===== src/rtl/nrisc_pkg.sv =====
// Shared opcode constants and FSM state encoding for the nRISC multicycle controller.
package nrisc_pkg;

  localparam logic [2:0] OP_LI   = 3'b011;
  localparam logic [2:0] OP_SW   = 3'b100;
  localparam logic [2:0] OP_LW   = 3'b101;
  localparam logic [2:0] OP_HALT = 3'b111;

  typedef enum logic [2:0] {
    ST_FETCH  = 3'd0,
    ST_DECODE = 3'd1,
    ST_LI_IMM = 3'd2,
    ST_MEM    = 3'd3,
    ST_WB     = 3'd4,
    ST_HALT   = 3'd5
  } state_t;

endpackage


===== src/rtl/nrisc_decode.sv =====
// Combinational field extraction for an nRISC instruction word: opcode, ra, rb and opcode class flags.
module nrisc_decode
  import nrisc_pkg::*;
#(
  parameter int DATA_W    = 8,
  parameter int REG_IDX_W = 3
) (
  input  logic [DATA_W-1:0]    instr,
  output logic [2:0]           opcode,
  output logic [REG_IDX_W-1:0] ra,
  output logic [REG_IDX_W-1:0] rb,
  output logic                 is_li,
  output logic                 is_sw,
  output logic                 is_lw,
  output logic                 is_halt
);

  localparam int RB_W = DATA_W - 3 - REG_IDX_W;

  assign opcode = instr[DATA_W-1 -: 3];
  assign ra     = instr[DATA_W-4 -: REG_IDX_W];

  // rb holds whatever low bits remain below ra, zero-extended to a full index
  always_comb begin
    rb = '0;
    for (int i = 0; i < REG_IDX_W; i++) begin
      if (i < RB_W) rb[i] = instr[i];
    end
  end

  assign is_li   = (opcode == OP_LI);
  assign is_sw   = (opcode == OP_SW);
  assign is_lw   = (opcode == OP_LW);
  assign is_halt = (opcode == OP_HALT);

endmodule


===== src/rtl/nrisc_multicycle_ctrl.sv =====
// Multicycle nRISC controller: FETCH/DECODE/LI_IMM/MEM/WB/HALT sequencing of PC, register file and data memory.
// Define NRISC_MEM_WAIT_EN to make MEM wait for dm_ack; otherwise MEM is a fixed single cycle.
module nrisc_multicycle_ctrl
  import nrisc_pkg::*;
#(
  parameter int DATA_W    = 8,
  parameter int REG_IDX_W = 3,
  parameter int ADDR_W    = 8
) (
  input  logic                 CLOCK,
  input  logic                 RESET,
  output logic [ADDR_W-1:0]    pc_out,
  input  logic [DATA_W-1:0]    instr_in,
  output logic [REG_IDX_W-1:0] rf_raddr_a,
  output logic [REG_IDX_W-1:0] rf_raddr_b,
  input  logic [DATA_W-1:0]    rf_rdata_a,
  input  logic [DATA_W-1:0]    rf_rdata_b,
  output logic                 rf_we,
  output logic [REG_IDX_W-1:0] rf_waddr,
  output logic [DATA_W-1:0]    rf_wdata,
  output logic                 dm_req,
  output logic                 dm_we,
  output logic [ADDR_W-1:0]    dm_addr,
  output logic [DATA_W-1:0]    dm_wdata,
  input  logic [DATA_W-1:0]    dm_rdata,
  input  logic                 dm_ack,
  output logic                 halted
);

  state_t              state;
  logic [ADDR_W-1:0]   pc;
  logic [DATA_W-1:0]   ir;
  logic [DATA_W-1:0]   mem_data;
  logic [2:0]          opcode;
  logic [REG_IDX_W-1:0] ra;
  logic [REG_IDX_W-1:0] rb;
  logic                is_li;
  logic                is_sw;
  logic                is_lw;
  logic                is_halt;
  logic                mem_done;

  nrisc_decode #(
    .DATA_W    (DATA_W),
    .REG_IDX_W (REG_IDX_W)
  ) u_decode (
    .instr   (ir),
    .opcode  (opcode),
    .ra      (ra),
    .rb      (rb),
    .is_li   (is_li),
    .is_sw   (is_sw),
    .is_lw   (is_lw),
    .is_halt (is_halt)
  );

`ifdef NRISC_MEM_WAIT_EN
  assign mem_done = dm_ack;
`else
  logic unused_ack;
  assign unused_ack = dm_ack;
  assign mem_done   = 1'b1;
`endif

  assign pc_out     = pc;
  assign rf_raddr_a = ra;
  assign rf_raddr_b = rb;
  assign rf_waddr   = ra;
  // LI writes the immediate straight from the fetch port; WB writes the captured load data
  assign rf_wdata   = (state == ST_LI_IMM) ? instr_in : mem_data;

  // Request outputs are set on entry to their state so they are glitch-free and stable throughout
  always_ff @(posedge CLOCK) begin
    if (RESET) begin
      state    <= ST_FETCH;
      pc       <= '0;
      ir       <= '0;
      mem_data <= '0;
      halted   <= 1'b0;
      rf_we    <= 1'b0;
      dm_req   <= 1'b0;
      dm_we    <= 1'b0;
      dm_addr  <= '0;
      dm_wdata <= '0;
    end else begin
      unique case (state)
        ST_FETCH: begin
          ir    <= instr_in;
          state <= ST_DECODE;
        end
        ST_DECODE: begin
          if (is_li) begin
            pc    <= pc + ADDR_W'(1);
            rf_we <= 1'b1;
            state <= ST_LI_IMM;
          end else if (is_sw || is_lw) begin
            dm_req   <= 1'b1;
            dm_we    <= is_sw;
            dm_addr  <= rf_rdata_b[ADDR_W-1:0];
            dm_wdata <= rf_rdata_a;
            state    <= ST_MEM;
          end else if (is_halt) begin
            halted <= 1'b1;
            state  <= ST_HALT;
          end else begin
            pc    <= pc + ADDR_W'(1);
            state <= ST_FETCH;
          end
        end
        ST_LI_IMM: begin
          rf_we <= 1'b0;
          pc    <= pc + ADDR_W'(1);
          state <= ST_FETCH;
        end
        ST_MEM: begin
          if (mem_done) begin
            dm_req <= 1'b0;
            dm_we  <= 1'b0;
            if (is_sw) begin
              pc    <= pc + ADDR_W'(1);
              state <= ST_FETCH;
            end else begin
              mem_data <= dm_rdata;
              rf_we    <= 1'b1;
              state    <= ST_WB;
            end
          end
        end
        ST_WB: begin
          rf_we <= 1'b0;
          pc    <= pc + ADDR_W'(1);
          state <= ST_FETCH;
        end
        ST_HALT: begin
          state <= ST_HALT;
        end
        default: begin
          state <= ST_FETCH;
        end
      endcase
    end
  end

endmodule

===== config.mk =====
export PLATFORM = sky130hd
export DESIGN_NAME = nrisc_multicycle_ctrl
export DESIGN_NICKNAME = d
export VERILOG_FILES = /design/src/rtl/nrisc_pkg.sv /design/src/rtl/nrisc_decode.sv /design/src/rtl/nrisc_multicycle_ctrl.sv
export SDC_FILE = /design/constraint.sdc
export NUM_CORES = 1
export LEC_CHECK = 0
export ABC_AREA = 1
export CORE_UTILIZATION = 46
export CTS_BUF_LIST = sky130_fd_sc_hd__clkbuf_4 sky130_fd_sc_hd__clkbuf_8
export DETAILED_ROUTE_END_ITERATION = 8
export PLACE_DENSITY = 0.8
export SLEW_MARGIN = 20
export SYNTH_ARGS = -nofsm -noshare
export SYNTH_HDL_FRONTEND = slang
export SYNTH_SLANG_ARGS = --single-unit

===== constraint.sdc =====
create_clock -name CLOCK -period 3.4 [get_ports CLOCK]
set_input_delay 0.68 -clock CLOCK [delete_from_list [all_inputs] [get_ports CLOCK]]
set_output_delay 0.68 -clock CLOCK [all_outputs]
set_load 0.02 [all_outputs]

==> qor.json, run 1 <==
{
  "ys_types": 31,
  "global_route.usage.total_pct": 21.29,
  "die-area_mm2": 0.004928,
  "globalRoute.totalOverflow": 0,
  "worst-slew-pin-transition_ns": 0.8775,
  "fin_worst_skew_ns": 0.01014,
  "yosys_register_bits": 47,
  "h-tree-depth": 2,
  "final.min_clock_period_ns": 2.872,
  "cp_max_fo": 11,
  "vdd.ir_drop.worst_mv": 0.2792,
  "synthDominantAreaCellType": "sky130_fd_sc_hd__dfxtp_1",
  "power.leakage_nw": 1.193,
  "post_cts.resized_instances": 0,
  "detailed_place_hpwl_um": 3475,
  "drt_pre_antenna_iters": 4,
  "timing.final.max_slew_violations": 0,
  "run_status": "finished, final reports clean",
  "initial_core_util_pct": 48.47,
  "crit_type": "flop to primary output",
  "gp_congestion": 0.8063,
  "detailed_route_wire_length_per_cell_um": 12.50,
  "timing.max_slew.rel_slack_pct": 41.43,
  "yosysSeqAreaShare_pct": 43.98,
  "worst_setup_path_end_kind": "primary output",
  "fp-row-count": 24,
  "maximum_number_of_pins_on_one_net_before_global_route_repair": 34,
  "rsz0062_at_grt": "false",
  "most_area_consuming_cells_after_synthesis": "sky130_fd_sc_hd__dfxtp_1 44%, sky130_fd_sc_hd__nor2_1 9.6%, sky130_fd_sc_hd__nand2_1 7.7%",
  "setup_viol_count_final": 0,
  "finalWirelength_um": 4937,
  "clock-root-buffer": "sky130_fd_sc_hd__clkbuf_8",
  "timing.hold.worst.class": "flop to flop",
  "place_ws_ns": 0.8159,
  "tritoncts": "done",
  "worst_slack_ns": 0.5282,
  "die_x_um": 70.20,
  "finalCritPeriodShare_pct": 84.47,
  "async_reset_ff_share_pct": 0,
  "first_global_vias": 1889,
  "numCtsBuffers": 5,
  "hold_buffers": 0,
  "initialDrtViolationCount": 124,
  "worst_setup_hold_path_clk_slew_ns": 0.09,
  "antenna-diode-count": 0,
  "layout.core_utilization_pct": 67.29,
  "hold_path_cells": 2,
  "core_mm2": 0.004414,
  "cts.sink_count": 47,
  "drc": 0,
  "crit_arrival_ns": 2.19,
  "r2r.worst_path.cells": 6,
  "ys_dominant_reg_cell": "sky130_fd_sc_hd__dfxtp_1",
  "nature_of_the_critical_path_startpoint": "flop",
  "post_synth_instance_area_mm2": 0.002140,
  "setup_tns_ns": 0,
  "grt_first_pass_wirelength_um": 8418,
  "io_pins": 80,
  "synth_edf_count": 0,
  "cellPowerDensity_mw_per_mm2": 439.8,
  "post_synth.cell_area_avg_um2": 7.780,
  "clock_tree.buffer_depth": 2,
  "synth.top_cell.area_share_pct": 43.98,
  "dr_total_vias": 1923,
  "clock_insertion_delay_at_the_later_pin_of_the_skew_report_ns": 0.30,
  "area_growth_pct": 38.83,
  "max_freq_ghz": 0.3482,
  "synth_nets": 311,
  "total_of_max_cap_violations": 0,
  "synthesis.instances": 275,
  "power_mw": 1.306,
  "cp_data_required_time_ns": 2.72,
  "port-buffer-count": 77,
  "final_net_count": 378,
  "post_cts.repair.setup_buffers": 0,
  "hold_violations": 0,
  "dieHeight_um": 70.20,
  "grt_antenna_before_repair": 0,
  "fin_worst_hold_slack_ns": 0.4486,
  "layout-drive-gt1-share_pct": 15.16,
  "detail_route.vias_per_cell": 4.868,
  "postRouteAntennaNets": 0,
  "ys_warn_count": 0
}
[layer usage]
layer	track usage (%)	part of all wire, %
met5	0	0
met4	7.556	1.6
met3	6.494	4.9
met2	35.26	50
met1	26.06	44
[critical path, cell delays in order, from the launching register on]
cell,delay (ns)
sky130_fd_sc_hd__dfxtp_1,0.42
sky130_fd_sc_hd__nand3_1,0.37
sky130_fd_sc_hd__inv_1,0.33
sky130_fd_sc_hd__nand2_1,0.10
sky130_fd_sc_hd__nand2_1,0.08
sky130_fd_sc_hd__clkdlybuf4s50_1,0.60
[worst paths after layout]
| check | slack [ns] | start | to |
|---|---|---|---|
| worst max-delay path | 0.53 | state[1] | rf_wdata[4] |
| worst max register to register | 1.80 | state[1] | pc_out[4] |
| worst min-delay path | 0.45 | rf_we | rf_we |
| worst min register to register | 0.45 | rf_we | rf_we |
[cells in the mapped netlist (2+ instances only)]
cell	number
sky130_fd_sc_hd__a211oi_1	2
sky130_fd_sc_hd__a21oi_1	6
sky130_fd_sc_hd__a21oi_2	9
sky130_fd_sc_hd__a31oi_1	2
sky130_fd_sc_hd__buf_2	3
sky130_fd_sc_hd__buf_4	9
sky130_fd_sc_hd__buf_6	3
sky130_fd_sc_hd__clkbuf_1	3
sky130_fd_sc_hd__dfxtp_1	47
sky130_fd_sc_hd__inv_1	11
sky130_fd_sc_hd__inv_2	4
sky130_fd_sc_hd__nand2_1	44
sky130_fd_sc_hd__nand2_2	12
sky130_fd_sc_hd__nand3_1	5
sky130_fd_sc_hd__nor2_1	55
sky130_fd_sc_hd__nor2_2	11
sky130_fd_sc_hd__nor2_8	2
sky130_fd_sc_hd__o21ai_0	23
sky130_fd_sc_hd__o21ai_1	9
sky130_fd_sc_hd__xnor2_1	2
sky130_fd_sc_hd__xor2_1	3
[cells by family (layout without fill, tap and decap cells)]
kind of cell / after synthesis / in the layout / synth area share, %
and+or+nand+nor: 135 / 135 / 30.12
adders and majority gates: 1 / 1 / 0.5847
xor gates and xnor gates: 5 / 5 / 2.047
other: 1 / 1 / 0.1753
AOI/OAI and AO/OA: 52 / 52 / 14.21
DFF: 47 / 47 / 43.98
buffers and inverters: 34 / 102 / 8.888
[power breakdown]
part	total [mW]	switching (mW)	leakage, nW	internal [mW]
Clock	0.418	0.196	0.0548	0.222
Sequential	0.607	0.0233	0.383	0.584
Combinational	0.281	0.154	0.755	0.127
Total	1.31	0.374	1.19	0.932
[cell usage in the layout, fill, tap and decap left out, types with 6 or more instances in the layout]
master	synthesis	routed
sky130_fd_sc_hd__o21ai_0	23	23
sky130_fd_sc_hd__inv_1	11	11
sky130_fd_sc_hd__dfxtp_1	47	47
sky130_fd_sc_hd__a21oi_2	9	9
sky130_fd_sc_hd__nor2_2	11	11
sky130_fd_sc_hd__nor2_1	55	55
sky130_fd_sc_hd__nand2_2	12	12
sky130_fd_sc_hd__nand2_1	44	44
sky130_fd_sc_hd__o21ai_1	9	9
sky130_fd_sc_hd__clkdlybuf4s50_1	0	77
sky130_fd_sc_hd__a21oi_1	6	6
[sequential cells by signal, indices dropped and copies added (netlist names), 3 cells and up]
signal and flops:
ir 8, dm_addr 8, dm_wdata 8, state 3
mem_data 8, pc_out 8
[cell type report]
cell class              count  area [um2]
clock buffers               5       68.82
flip-flops and latches     47       940.9
clock inverters             3       46.29
fillers                   381        1444
well taps                  52       65.06
repair buffers             78       778.2
inverters                  16       62.56
multi-input cells         194        1008
[per-stage QoR]
| step | cells | cell area [um2] |
|---|---|---|
| final | 395 | 2970 |
| after global routing | 395 | 2970 |
| after CTS | 395 | 2970 |
| after detailed placement | 387 | 2855 |
| after global placement | 387 | 2855 |
| after floorplan | 275 | 2140 |
(Power assumes the default switching activity.)
==> run 2: changes to the inputs <==
--- a/config.mk
+++ b/config.mk
@@ -6,10 +6,10 @@
 export NUM_CORES = 1
 export LEC_CHECK = 0
 export ABC_AREA = 1
-export CORE_UTILIZATION = 46
+export CORE_UTILIZATION = 41
 export CTS_BUF_LIST = sky130_fd_sc_hd__clkbuf_4 sky130_fd_sc_hd__clkbuf_8
 export DETAILED_ROUTE_END_ITERATION = 8
-export PLACE_DENSITY = 0.8
+export PLACE_DENSITY = 0.75
 export SLEW_MARGIN = 20
 export SYNTH_ARGS = -nofsm -noshare
 export SYNTH_HDL_FRONTEND = slang
==> constraint.sdc (replaced) <==
create_clock -name CLOCK -period 2.45 [get_ports CLOCK]
set_input_delay 0.49 -clock CLOCK [delete_from_list [all_inputs] [get_ports CLOCK]]
set_output_delay 0.49 -clock CLOCK [all_outputs]
set_load 0.02 [all_outputs]
==> qor.json, run 2 (synthesized netlist as in run 1, its figures left out) <==
{
  "fin_worst_skew_ns": 0.004872,
  "initial_core_util_pct": 43.85,
  "finalCritPeriodShare_pct": 93.77,
  "postRouteAntennaNets": 0,
  "grt_antenna_before_repair": 0,
  "hold_buffers": 0,
  "maximum_number_of_pins_on_one_net_before_global_route_repair": 34,
  "worst_setup_path_end_kind": "primary output",
  "grt_first_pass_wirelength_um": 7928,
  "max_freq_ghz": 0.4353,
  "cp_max_fo": 8,
  "global_route.usage.total_pct": 18.53,
  "cellPowerDensity_mw_per_mm2": 582.5,
  "rsz0062_at_grt": "false",
  "cts.sink_count": 47,
  "final_net_count": 380,
  "dr_total_vias": 1928,
  "drt_pre_antenna_iters": 4,
  "place_ws_ns": 0.2565,
  "timing.final.max_slew_violations": 0,
  "layout-drive-gt1-share_pct": 15.65,
  "tritoncts": "done",
  "detail_route.vias_per_cell": 4.680,
  "final.min_clock_period_ns": 2.297,
  "port-buffer-count": 77,
  "netSwitchingPower_mw": 0.4866,
  "numCtsBuffers": 5,
  "drc": 0,
  "die-area_mm2": 0.005512,
  "io_pins": 80,
  "worst_path_most_repeated_cell": "sky130_fd_sc_hd__nand2_1",
  "clock_tree.buffer_depth": 2,
  "setup_viol_count_final": 0,
  "detailed_place_hpwl_um": 3462,
  "fp-row-count": 25,
  "cp_slowest_cell": "sky130_fd_sc_hd__clkdlybuf4s50_1",
  "internal_power_mw": 1.257,
  "total_of_max_cap_violations": 0,
  "h-tree-depth": 2,
  "netSwitchingFraction_pct": 27.91,
  "initialDrtViolationCount": 112,
  "p_seq_share_pct": 48.3,
  "worst_slack_ns": 0.1527,
  "power.leakage_nw": 1.202,
  "nature_of_the_critical_path_startpoint": "flop",
  "timing.critical_path.buf_inv": 2,
  "mostFrequentLayoutCell": "sky130_fd_sc_hd__clkdlybuf4s50_1",
  "setup_tns_ns": 0,
  "gp_congestion": 0.7906,
  "worst_setup_hold_path_clk_slew_ns": 0.08,
  "clock_insertion_delay_at_the_later_pin_of_the_skew_report_ns": 0.29,
  "post_cts.repair.setup_buffers": 0,
  "globalRoute.totalOverflow": 0,
  "critical-path-max-stage-delay_ns": 0.60,
  "finalWirelength_um": 4757,
  "vdd.ir_drop.worst_mv": 0.3729,
  "crit_type": "flop to primary output",
  "commonest_cells_after_routing_fill_and_taps_aside": "77 x sky130_fd_sc_hd__clkdlybuf4s50_1, 55 x sky130_fd_sc_hd__nor2_1, 47 x sky130_fd_sc_hd__dfxtp_1",
  "detailed_route_wire_length_per_cell_um": 11.55,
  "clock-root-buffer": "sky130_fd_sc_hd__clkbuf_8",
  "cp_cell_sequence": "nand3_1, inv_1, nand2_1, nand2_1, clkdlybuf4s50_1",
  "first_global_vias": 1802,
  "antenna-diode-count": 0,
  "run_status": "finished, final reports clean",
  "post_cts.resized_instances": 0,
  "die_x_um": 74.24,
  "p_clk_share_pct": 29.4,
  "hold_violations": 0,
  "path_delay_family": "buffers and inverters",
  "dieHeight_um": 74.24,
  "crit_arrival_ns": 1.81,
  "timing.hold.worst.class": "flop to flop",
  "core_mm2": 0.004880,
  "cp_data_required_time_ns": 1.96,
  "area_growth_pct": 39.88,
  "comb_power_share_pct": 22.3
}
## run 2: power by group through the flow
stage	combinational [mW]	clock, mW	sequential (mW)
after detailed placement	0.390	0	0.860
after global routing	0.424	0.571	0.850
final	0.389	0.512	0.842
after floorplan	0.211	0	0.887
after global placement	0.386	0	0.859
after CTS	0.393	0.529	0.843
## run 2: final cells by class
| cell class | count | area [um2] |
|---|---|---|
| Clock buffer | 8 | 103.9 |
| Fill cell | 462 | 1887 |
| Inverter | 16 | 62.56 |
| Multi-Input combinational cell | 194 | 1008 |
| Sequential cell | 47 | 940.9 |
| Timing Repair Buffer | 80 | 793.3 |
| Tap cell | 67 | 83.83 |
## run 2: per-layer routing
metal | vias to the layer above | routed length [um] | global-route usage, %
met1 | 867 | 2110 | 23.10
met5 | - | 0 | 0
met2 | 46 | 2334 | 31.31
met3 | 8 | 240 | 4.878
met4 | 0 | 72 | 5.870
li1 | 1007 | - | -
## run 2: worst register-to-register path, stage by stage (launching register included)
cell and delay (ns):
sky130_fd_sc_hd__dfxtp_1 0.38, sky130_fd_sc_hd__nor2_4 0.14, sky130_fd_sc_hd__nand2_1 0.09, sky130_fd_sc_hd__nand2_2 0.23, sky130_fd_sc_hd__inv_2 0.18, sky130_fd_sc_hd__nor2_8 0.24, sky130_fd_sc_hd__nand2_2 0.08, sky130_fd_sc_hd__a21oi_2 0.12
## run 2: stage by stage
step                cells  power [mW]  hold slack [ns]  instance area [um2]  util (%)
floorplan             275       1.098           0.4554                 2140         -
global placement      404       1.245           0.4387                 2889     59.21
detailed placement    404       1.251           0.4452                 2889     59.21
CTS                   412       1.765           0.4573                 2993     61.33
global route          412       1.845           0.4731                 2993     61.33
finish                412       1.743           0.4543                 2993     61.33
## run 2: worst paths after layout
check | startpoint | endpoint | slack (ns) | cells past startpoint
worst min-delay path | rf_we | rf_we | 0.45 | 2
worst max register to register | ir[6] | pc_out[0] | 0.94 | 7
worst max-delay path | state[1] | rf_wdata[1] | 0.15 | 5
worst min register to register | rf_we | rf_we | 0.45 | 2
==> run 3: changes to the inputs <==
--- a/config.mk
+++ b/config.mk
@@ -8,6 +8,7 @@
 export ABC_AREA = 1
 export CORE_UTILIZATION = 41
 export CTS_BUF_LIST = sky130_fd_sc_hd__clkbuf_4 sky130_fd_sc_hd__clkbuf_8
+export CTS_CLUSTER_SIZE = 25
 export DETAILED_ROUTE_END_ITERATION = 8
 export PLACE_DENSITY = 0.75
 export SLEW_MARGIN = 20
==> results of run 3 <==
Final layout, timing and power as in run 2 (identical DEF).
